**src/rtl/ct_merge_pkg.sv**
```systemverilog
// Shared types and helpers for the ct interconnect merge/split nodes.
package ct_merge_pkg;

   typedef enum logic {
      CT_IDLE   = 1'b0,
      CT_LOCKED = 1'b1
   } ct_arb_state_t;

   // Index width for n items, never narrower than one bit.
   function automatic int unsigned ct_clog2_min1(input int unsigned n);
      return (n <= 32'd2) ? 32'd1 : 32'($clog2(n));
   endfunction

endpackage

```
**src/rtl/ct_merge_if.sv**
```systemverilog
// Flow-tagged valid/ready bundle between NI sources, the merge node and one sink.
interface ct_merge_if #(
   parameter int unsigned NI = 2,
   parameter int unsigned WO = 1,
   parameter int unsigned WF = 1
);
   logic [NI*WO-1:0] i_data;
   logic [NI-1:0]    i_valid;
   logic [NI*WF-1:0] i_flow;
   logic [NI-1:0]    i_eop;
   logic [NI-1:0]    o_ready;
   logic [WO-1:0]    o_data;
   logic             o_valid;
   logic [WF-1:0]    o_flow;
   logic             o_eop;
   logic             i_ready;

   modport slave (
      input  i_data, i_valid, i_flow, i_eop, i_ready,
      output o_ready, o_data, o_valid, o_flow, o_eop
   );

   modport master (
      output i_data, i_valid, i_flow, i_eop, i_ready,
      input  o_ready, o_data, o_valid, o_flow, o_eop
   );
endinterface

```
**src/rtl/ct_rr_arbiter.sv**
```systemverilog
// Combinational round-robin arbiter: first requester strictly after ptr, wrapping.
module ct_rr_arbiter
   import ct_merge_pkg::*;
#(
   parameter int unsigned N  = 2,
   parameter int unsigned WS = ct_clog2_min1(N)
) (
   input  logic [N-1:0]  req,
   input  logic [WS-1:0] ptr,
   output logic [N-1:0]  gnt_onehot,
   output logic [WS-1:0] gnt_idx,
   output logic          any
);

   // Two passes: indices above ptr first, then the wrapped range 0..ptr.
   always_comb begin
      gnt_onehot = '0;
      gnt_idx    = '0;
      any        = 1'b0;
      for (int unsigned j = 0; j < N; j++) begin
         if (!any && req[j] && (j > 32'(ptr))) begin
            any           = 1'b1;
            gnt_idx       = WS'(j);
            gnt_onehot[j] = 1'b1;
         end
      end
      for (int unsigned j = 0; j < N; j++) begin
         if (!any && req[j] && (j <= 32'(ptr))) begin
            any           = 1'b1;
            gnt_idx       = WS'(j);
            gnt_onehot[j] = 1'b1;
         end
      end
   end

endmodule

```
**src/rtl/ct_merge.sv**
```systemverilog
// N-to-1 packet merge node: round-robin grant held until the winner's EOP beat transfers.
module ct_merge
   import ct_merge_pkg::*;
#(
   parameter int unsigned NI = 2,
   parameter int unsigned WO = 1,
   parameter int unsigned WF = 1
) (
   input  logic       clk,
   input  logic       reset,
   ct_merge_if.slave  bus
);

   localparam int unsigned   WS       = ct_clog2_min1(NI);
   localparam logic [WS-1:0] LAST_RST = WS'(NI - 1);

   ct_arb_state_t state, state_nxt;
   logic [WS-1:0] lock_idx, lock_nxt;
   logic [WS-1:0] last_idx, last_nxt;
   logic          stall_q;

   logic [NI-1:0] gnt_onehot;
   logic [WS-1:0] gnt_idx;
   logic          gnt_any;

   logic [NI-1:0] sel_onehot;
   logic [WS-1:0] sel_idx;
   logic          sel_vld;
   logic          sel_valid_in;
   logic          sel_eop;
   logic [WO-1:0] sel_data;
   logic [WF-1:0] sel_flow;
   logic          xfer;

   ct_rr_arbiter #(.N(NI), .WS(WS)) u_arb (
      .req        (bus.i_valid),
      .ptr        (last_idx),
      .gnt_onehot (gnt_onehot),
      .gnt_idx    (gnt_idx),
      .any        (gnt_any)
   );

   // Selection: locked input wins regardless of other valids.
   always_comb begin
      sel_idx    = gnt_idx;
      sel_vld    = gnt_any;
      sel_onehot = gnt_onehot;
      if (state == CT_LOCKED) begin
         sel_idx    = lock_idx;
         sel_vld    = 1'b1;
         sel_onehot = '0;
         for (int unsigned j = 0; j < NI; j++) begin
            if (32'(lock_idx) == j) sel_onehot[j] = 1'b1;
         end
      end
   end

   // AND-OR output mux driven by the one-hot select.
   always_comb begin
      sel_data     = '0;
      sel_flow     = '0;
      sel_eop      = 1'b0;
      sel_valid_in = 1'b0;
      for (int unsigned j = 0; j < NI; j++) begin
         if (sel_onehot[j]) begin
            sel_data     = sel_data | bus.i_data[WO*j +: WO];
            sel_flow     = sel_flow | bus.i_flow[WF*j +: WF];
            sel_eop      = sel_eop | bus.i_eop[j];
            sel_valid_in = sel_valid_in | bus.i_valid[j];
         end
      end
   end

   always_comb begin
      bus.o_data  = sel_data;
      bus.o_flow  = sel_flow;
      bus.o_eop   = sel_eop;
      bus.o_valid = !reset && sel_vld && sel_valid_in;
      bus.o_ready = reset ? '0 : (sel_onehot & {NI{bus.i_ready}});
   end

   assign xfer = bus.o_valid && bus.i_ready;

   // Next-state: a single-beat winner stays IDLE, anything else locks the grant.
   always_comb begin
      state_nxt = state;
      lock_nxt  = lock_idx;
      last_nxt  = last_idx;
      case (state)
         CT_IDLE: begin
            if (gnt_any) begin
               if (xfer && sel_eop) begin
                  last_nxt = gnt_idx;
               end else begin
                  state_nxt = CT_LOCKED;
                  lock_nxt  = gnt_idx;
               end
            end
         end
         CT_LOCKED: begin
            if (xfer && sel_eop) begin
               state_nxt = CT_IDLE;
               last_nxt  = lock_idx;
            end
         end
         default: state_nxt = CT_IDLE;
      endcase
   end

   always_ff @(posedge clk or posedge reset) begin
      if (reset) begin
         state    <= CT_IDLE;
         lock_idx <= '0;
         last_idx <= LAST_RST;
         stall_q  <= 1'b0;
      end else begin
         state    <= state_nxt;
         lock_idx <= lock_nxt;
         last_idx <= last_nxt;
         stall_q  <= bus.o_valid && !bus.i_ready;
      end
   end

   // A stalled beat must stay offered until it is accepted.
   always_ff @(posedge clk) begin
      if (!reset) begin
         assert (!(stall_q && !bus.o_valid && (state == CT_LOCKED)))
            else $error("valid withdrawn");
         assert (!sel_vld || (32'(sel_idx) < NI))
            else $error("sel out of range: %0d", sel_idx);
      end
   end

endmodule

```
**src/flat_wrapper.sv**
```systemverilog
// flat-port wrapper written by rule: the top's interface ports become plain ports
module ct_merge_flat import ct_merge_pkg::*;
#(
   parameter int unsigned NI = 2,
   parameter int unsigned WO = 1,
   parameter int unsigned WF = 1
)
  (clk, reset, bus_i_data, bus_i_valid, bus_i_flow, bus_i_eop, bus_i_ready, bus_o_ready, bus_o_data, bus_o_valid, bus_o_flow, bus_o_eop);
  ct_merge_if #(.NI(NI), .WO(WO), .WF(WF)) bus_i ();
  input  logic clk;
  input  logic reset;
  input wire logic [$bits(bus_i.i_data)-1:0] bus_i_data;
  input wire logic [$bits(bus_i.i_valid)-1:0] bus_i_valid;
  input wire logic [$bits(bus_i.i_flow)-1:0] bus_i_flow;
  input wire logic [$bits(bus_i.i_eop)-1:0] bus_i_eop;
  input wire logic [$bits(bus_i.i_ready)-1:0] bus_i_ready;
  output wire logic [$bits(bus_i.o_ready)-1:0] bus_o_ready;
  output wire logic [$bits(bus_i.o_data)-1:0] bus_o_data;
  output wire logic [$bits(bus_i.o_valid)-1:0] bus_o_valid;
  output wire logic [$bits(bus_i.o_flow)-1:0] bus_o_flow;
  output wire logic [$bits(bus_i.o_eop)-1:0] bus_o_eop;
  assign bus_i.i_data = bus_i_data;
  assign bus_i.i_valid = bus_i_valid;
  assign bus_i.i_flow = bus_i_flow;
  assign bus_i.i_eop = bus_i_eop;
  assign bus_i.i_ready = bus_i_ready;
  assign bus_o_ready = bus_i.o_ready;
  assign bus_o_data = bus_i.o_data;
  assign bus_o_valid = bus_i.o_valid;
  assign bus_o_flow = bus_i.o_flow;
  assign bus_o_eop = bus_i.o_eop;
  ct_merge #(.NI(NI), .WO(WO), .WF(WF)) u_core (.clk(clk), .reset(reset), .bus(bus_i));
endmodule
```
**config.mk**
```make
export PLATFORM = sky130hd
export DESIGN_NAME = ct_merge_flat
export DESIGN_NICKNAME = d
export VERILOG_FILES = /design/src/rtl/ct_merge_pkg.sv /design/src/rtl/ct_merge_if.sv /design/src/rtl/ct_rr_arbiter.sv /design/src/rtl/ct_merge.sv /design/src/flat_wrapper.sv
export SDC_FILE = /design/constraint.sdc
export NUM_CORES = 1
export LEC_CHECK = 0
export CAP_MARGIN = 5
export CORE_AREA = 2 2 39 41
export CTS_CLUSTER_DIAMETER = 50
export DETAILED_ROUTE_END_ITERATION = 12
export DIE_AREA = 0 0 41 43
export PLACE_DENSITY = 0.53
export SLEW_MARGIN = 25
export SYNTH_ARGS = -nofsm -noshare
export SYNTH_HDL_FRONTEND = slang
export SYNTH_SLANG_ARGS = --single-unit
```
**constraint.sdc**
```tcl
create_clock -name clk -period 1.9 [get_ports clk]
set_clock_uncertainty 0.15 [all_clocks]
set_input_delay 0.475 -clock clk [delete_from_list [all_inputs] [get_ports clk]]
set_output_delay 0.475 -clock clk [all_outputs]
set_load 0.05 [all_outputs]
```
## Yosys cells after proc, flatten, opt, wreduce, memory -nomap -nowiden

Cells that the tools add are included.

- Register bits after elaboration: 3
- Bits of input ports: 11
- Output and inout port bits: 6
- Logic and storage cells: 55

- $lt $le $gt $ge: 2
- Equality and inequality tests: 3
- Multiplexer cells: 27
- Bitwise gates (word level): 7
- Reductions and logical operators: 13

Operators with widths:

| operator | count |
|---|---|
| 1-bit two-way mux | 23 |
| 1-bit logical AND | 8 |
| 3-bit AND reduction | 2 |
| 2-bit two-way mux | 2 |
| 2-bit by 1-bit != test with 1-bit output, second input constant | 2 |
| 1-bit bitwise OR | 4 |
| 1-bit one-hot mux with 2 select lines | 2 |
| 1-bit zero test | 3 |
| 2-bit AND | 1 |
| 2-bit != test, second input constant | 1 |
| 1-bit NOT | 2 |
| 1-bit greater-than comparator, first input constant | 1 |
| 1-bit <= comparator, first input constant | 1 |

## Longest topological paths before layout

- Word-level depth: 20
- Mapped depth: 4
- Mapped depth without buffers: 4

## Cells and area by module

A second synthesis with hierarchy kept.

- Cell total of the unflattened synthesis: 44
- Area, all modules: 379.1 µm²

By module, submodules not included:

| module | instances | cells an instance | area an instance (µm²) | sequential area each (µm²) |
|---|---|---|---|---|
| ct_merge | 1 | 39 | 346.6 | 76.3 |
| ct_rr_arbiter | 1 | 5 | 32.5 | 0.0 |

## Worst setup path after synthesis

OpenSTA, ideal clock, no wires.

- Path type: input -> output
- Start: in bus_i_valid[1]
- End: out bus_o_valid
- Arrival: 1765 ps
- Required time: 1275 ps
- Path slack: -490 ps
- Stages: 2
- Buffers on the path: 0
- Cells stage by stage: mux2i_1 > a211oi_1

- Cells in the longest elaborated chain, start to end: 12
- Elaborated cells between the ends (all ways): 18
- Those cells by class: mux: 9; bitwise: 1; reduce/logical: 8

RTL lines:

| element | line | RTL |
|---|---|---|
| start, declared | flat_wrapper.sv:13 | `input wire logic [$bits(bus_i.i_valid)-1:0] bus_i_valid;` |
| 1-bit logical AND | ct_rr_arbiter.sv:21 | `if (!any && req[j] && (j > 32'(ptr))) begin` |
| 1-bit two-way mux | ct_rr_arbiter.sv:21 |  |
| 1-bit zero test | ct_rr_arbiter.sv:28 | `if (!any && req[j] && (j <= 32'(ptr))) begin` |
| 1-bit logical AND | ct_rr_arbiter.sv:28 |  |
| 1-bit two-way mux | ct_rr_arbiter.sv:28 |  |
| 1-bit zero test | ct_rr_arbiter.sv:28 |  |
| 1-bit logical AND (2 in series) | ct_rr_arbiter.sv:28 |  |
| 1-bit two-way mux | ct_rr_arbiter.sv:28 |  |
| 2-bit two-way mux or 1-bit two-way mux (tied branches) | ct_merge.sv:48 | `if (state == CT_LOCKED) begin` |
| 1-bit two-way mux or 1-bit logical AND (tied branches) | ct_merge.sv:65, ct_merge.sv:78 |  |
| 1-bit logical AND * | ct_merge.sv:78 | `bus.o_valid = !reset && sel_vld && sel_valid_in;` |
| end, declared | flat_wrapper.sv:19 | `output wire logic [$bits(bus_i.o_valid)-1:0] bus_o_valid;` |

Every way passes the cells marked *; elsewhere a longest branch is shown, timed or not.

## Worst setup path in the final report

- Start: reg u_core.state
- End: out bus_o_eop

- Cells in the longest elaborated chain, start to end: 4

RTL lines:

| element | line | RTL |
|---|---|---|
| start, declared | ct_merge.sv:17 | `ct_arb_state_t state, state_nxt;` |
| start signal, assigned | ct_merge.sv:117 | `state <= state_nxt;` |
| 2-bit two-way mux * | ct_merge.sv:48 |  |
| 1-bit two-way mux | ct_merge.sv:65 | `if (sel_onehot[j]) begin` |
| 1-bit bitwise OR | ct_merge.sv:68 | `sel_eop = sel_eop \| bus.i_eop[j];` |
| 1-bit two-way mux * | ct_merge.sv:65 |  |
| end, declared | flat_wrapper.sv:21 | `output wire logic [$bits(bus_i.o_eop)-1:0] bus_o_eop;` |

Marks and branches as above.

==> insert_results.sql <==
INSERT INTO impl_metrics (metric_group, metric, value, unit) VALUES
('route', 'routed-wl-met2', '618', 'µm'),
('synthesis', 'synthArstFlopShare', '100', '%'),
('cts', 'cts_sink_count', '3', ''),
('synthesis', 'netlist.area_leader.share', '16.8', '%'),
('timing', 'finalMaxSlewViolations', '0', ''),
('worst_setup_path', 'critical_path.cell_chain', 'nor2b_4 -> a31o_4 -> a22o_4 -> buf_8', ''),
('route', 'detail-route-antenna-nets', '0', ''),
('worst_setup_path', 'critical_path_class', 'flip-flop to primary output', ''),
('cts', 'clock_tree.root_cell', 'sky130_fd_sc_hd__clkbuf_4', ''),
('worst_setup_path', 'slowest_stage', 'sky130_fd_sc_hd__dfrtp_2', ''),
('placed_design', 'dp_worst_setup_slack', '-501', 'ps'),
('run', 'max-cap-violations', '0', ''),
('synthesis', 'mappedNetlistNets', '46', ''),
('timing', 'max_freq', '478', 'MHz'),
('placed_design', 'gpl.final_weighted_congestion', '0.750', ''),
('route', 'met3_wire_len', '65', 'µm'),
('synthesis', 'synth.largest_area_cell', 'sky130_fd_sc_hd__dfrtp_1', ''),
('cells_and_area', 'synthToLayoutAreaGrowth', '168', '%'),
('power_and_ir_drop', 'vdd.ir_drop.worst', '0.000486', 'V'),
('grt', 'grt_first_pass_wirelength', '1770', 'µm'),
('floorplan', 'design.die.area', '1760', 'µm²'),
('timing', 'postLayoutSetupSlackWorst', '-190', 'ps'),
('cts', 'clock_buffer_depth', '2', ''),
('cts', 'clock_tree.htree_level_count', '1', ''),
('route', 'route.detailed.wl_per_inst', '12.6', 'µm'),
('route', 'routed_wirelength', '1170', 'µm'),
('cells_and_area', 'antenna_cells_inserted', '0', ''),
('floorplan', 'core_region_area', '1380', 'µm²'),
('timing', 'setup_viol_count_final', '6', ''),
('run_status', 'failing_checks', 'negative setup slack', ''),
('timing', 'worst_slew_margin_rel', '75.3', '%'),
('synthesis', 'syn_area', '298', 'µm²'),
('cts', 'tritoncts_clock_tree', 'done', ''),
('run_status', 'status', 'finished, violations left', ''),
('synthesis', 'synthesized_flop_and_latch_total', '3', ''),
('grt', 'global_route_usage_over_all_layers', '14.7', '%'),
('cts', 'clk_pin_slew', '40', 'ps'),
('cells_and_area', 'n_fill_cell', '136', ''),
('route', 'drt-initial-drc-count', '0', ''),
('route', 'dr.pass1.iters', '1', ''),
('worst_setup_path', 'r2r_cells', '5', ''),
('floorplan', 'chipHeight', '43', 'µm'),
('timing', 'unrepaired_setup_endpoints_after_global_routing', 'yes', ''),
('route', 'drc', '0', ''),
('floorplan', 'fp-row-count', '14', ''),
('synthesis', 'post_synth_inst_count', '35', ''),
('cts', 'numCtsBuffers', '3', ''),
('route', 'met1Wirelength', '489', 'µm'),
('floorplan', 'num_io_pins', '17', ''),
('grt', 'grt_start_max_net_pins', '7', ''),
('synthesis', 'synth-edff-count', '0', ''),
('cts', 'worst_skew_pair.late_latency', '230', 'ps'),
('worst_setup_path', 'critical_path_arrival', '1470', 'ps'),
('worst_setup_path', 'path_max_fanout', '6', ''),
('synthesis', 'synth_top_cells_by_area', 'sky130_fd_sc_hd__dfrtp_1, sky130_fd_sc_hd__dfstp_2, sky130_fd_sc_hd__a211o_1', ''),
('timing', 'tightestPinTransition', '361', 'ps'),
('placed_design', 'io_buffers', '16', ''),
('cells_and_area', 'post_route_cells_drive_above_1_share', '67.5', '%'),
('cells_and_area', 'regArea', '78.8', 'µm²'),
('cells_and_area', 'finish.cell_count_without_fillers', '93', ''),
('route', 'total_number_of_vias', '439', ''),
('synthesis', 'synth_common_cells', 'sky130_fd_sc_hd__inv_1, sky130_fd_sc_hd__nor2_1', ''),
('worst_setup_path', 'crit_required', '1270', 'ps'),
('cells_and_area', 'multiInputGateArea', '292', 'µm²'),
('grt', 'antenna_found_initial', '0', ''),
('synthesis', 'synth_top_flop_cell', 'sky130_fd_sc_hd__dfrtp_1', ''),
('power_and_ir_drop', 'p_leak', '0.388', 'nW'),
('placed_design', 'dp_cells', '83', ''),
('synthesis', 'yosys.cell_types.count', '20', ''),
('worst_setup_path', 'startpoint_kind_of_the_worst_setup_timing_path', 'flip-flop', ''),
('grt', 'globalRoute.totalOverflow', '0', '');
## critical path, delay by kind of cell (launching register included)
family	cells	cell delay, ps
compound gates	2	480
flops	1	450
simple gates	1	150
buf+inv	1	150
## flip-flops by register name (all words and copies together) (netlist names)
| signal | flops |
|---|---|
| u_core.lock_idx | 1 |
| u_core.state | 1 |
| u_core.last_idx | 1 |
## power by group
| group | switching [mW] | leakage (nW) | internal [mW] |
|---|---|---|---|
| sequential | 0.0457 | 0.0290 | 0.0987 |
| clock | 0.0331 | 0.0150 | 0.0787 |
| combinational | 0.344 | 0.344 | 0.416 |
## worst paths after layout
path / start / end / slack [ps]
worst max-delay path: u_core.state / bus_o_eop / -190
worst min-delay path: reset / u_core.state / 120
worst max register to register: u_core.lock_idx / u_core.lock_idx / 150
worst min register to register: u_core.last_idx / u_core.last_idx / 500
max in group asynchronous: reset / u_core.last_idx / 1280
min in group clk: u_core.last_idx / u_core.last_idx / 500
## through the flow
stage               hold WS, ps  utilization [%]  setup TNS, ps  instance area (µm²)  power [mW]
floorplan                  77.9                -          -24.4                  310       0.461
global placement            354             44.8          -3780                  621       0.697
detailed placement          364             44.8          -3850                  621       0.696
CTS                         420             57.1          -1000                  790        1.00
global route                135             57.8          -1220                  800        1.07
finish                      120             57.8           -940                  800        1.02
## final cells by class
type | count | area share (%)
multi-input cells | 27 | 36.5
flip-flops and latches | 3 | 9.86
well taps | 16 | 2.50
clock buffers | 4 | 3.29
repair buffers | 38 | 45.5
inverters | 5 | 2.35
## what timing repair did
item                                    CTS  global route
pin swaps                                 9             3
hold endpoints to repair                  0             0
resized for setup                        27             5
buffers inserted                          6             0
endpoints found under the setup margin    9             7
## cell usage in the layout (no fill, tap or decap)
cell type	count
sky130_fd_sc_hd__dfrtp_2	2
sky130_fd_sc_hd__clkbuf_4	3
sky130_fd_sc_hd__a2111oi_0	1
sky130_fd_sc_hd__nor2b_4	2
sky130_fd_sc_hd__a31o_4	1
sky130_fd_sc_hd__o31ai_1	2
sky130_fd_sc_hd__a21oi_1	2
sky130_fd_sc_hd__a22oi_1	1
sky130_fd_sc_hd__mux2i_2	1
sky130_fd_sc_hd__a31oi_1	2
sky130_fd_sc_hd__inv_2	1
sky130_fd_sc_hd__buf_6	2
sky130_fd_sc_hd__nor2_1	2
sky130_fd_sc_hd__nor2_2	1
sky130_fd_sc_hd__a211oi_4	1
sky130_fd_sc_hd__clkbuf_1	1
sky130_fd_sc_hd__a22oi_2	1
sky130_fd_sc_hd__nand2_2	1
sky130_fd_sc_hd__clkbuf_2	1
sky130_fd_sc_hd__buf_4	21
sky130_fd_sc_hd__dfstp_2	1
sky130_fd_sc_hd__nor2_4	1
sky130_fd_sc_hd__clkdlybuf4s50_1	7
sky130_fd_sc_hd__dlymetal6s2s_1	1
sky130_fd_sc_hd__clkdlybuf4s15_2	1
sky130_fd_sc_hd__nand2b_4	2
sky130_fd_sc_hd__buf_12	2
sky130_fd_sc_hd__a211o_1	2
sky130_fd_sc_hd__inv_1	4
sky130_fd_sc_hd__buf_8	3
sky130_fd_sc_hd__a22o_4	4
## kinds of logic after synthesis
family,synth area share (%)
AND/OR/NAND/NOR,14.7
buffers and inverters,6.30
AO/OA/AOI/OAI,50.0
flip-flops,25.6
multiplexers,3.36
## routing by layer
layer,vias to the layer above,GRT usage (%)
li1,219,-
met1,209,18.0
met2,11,24.4
met3,0,2.09
met4,0,6.00
met5,-,0
Note: power is estimated with default switching activity, not from simulation.
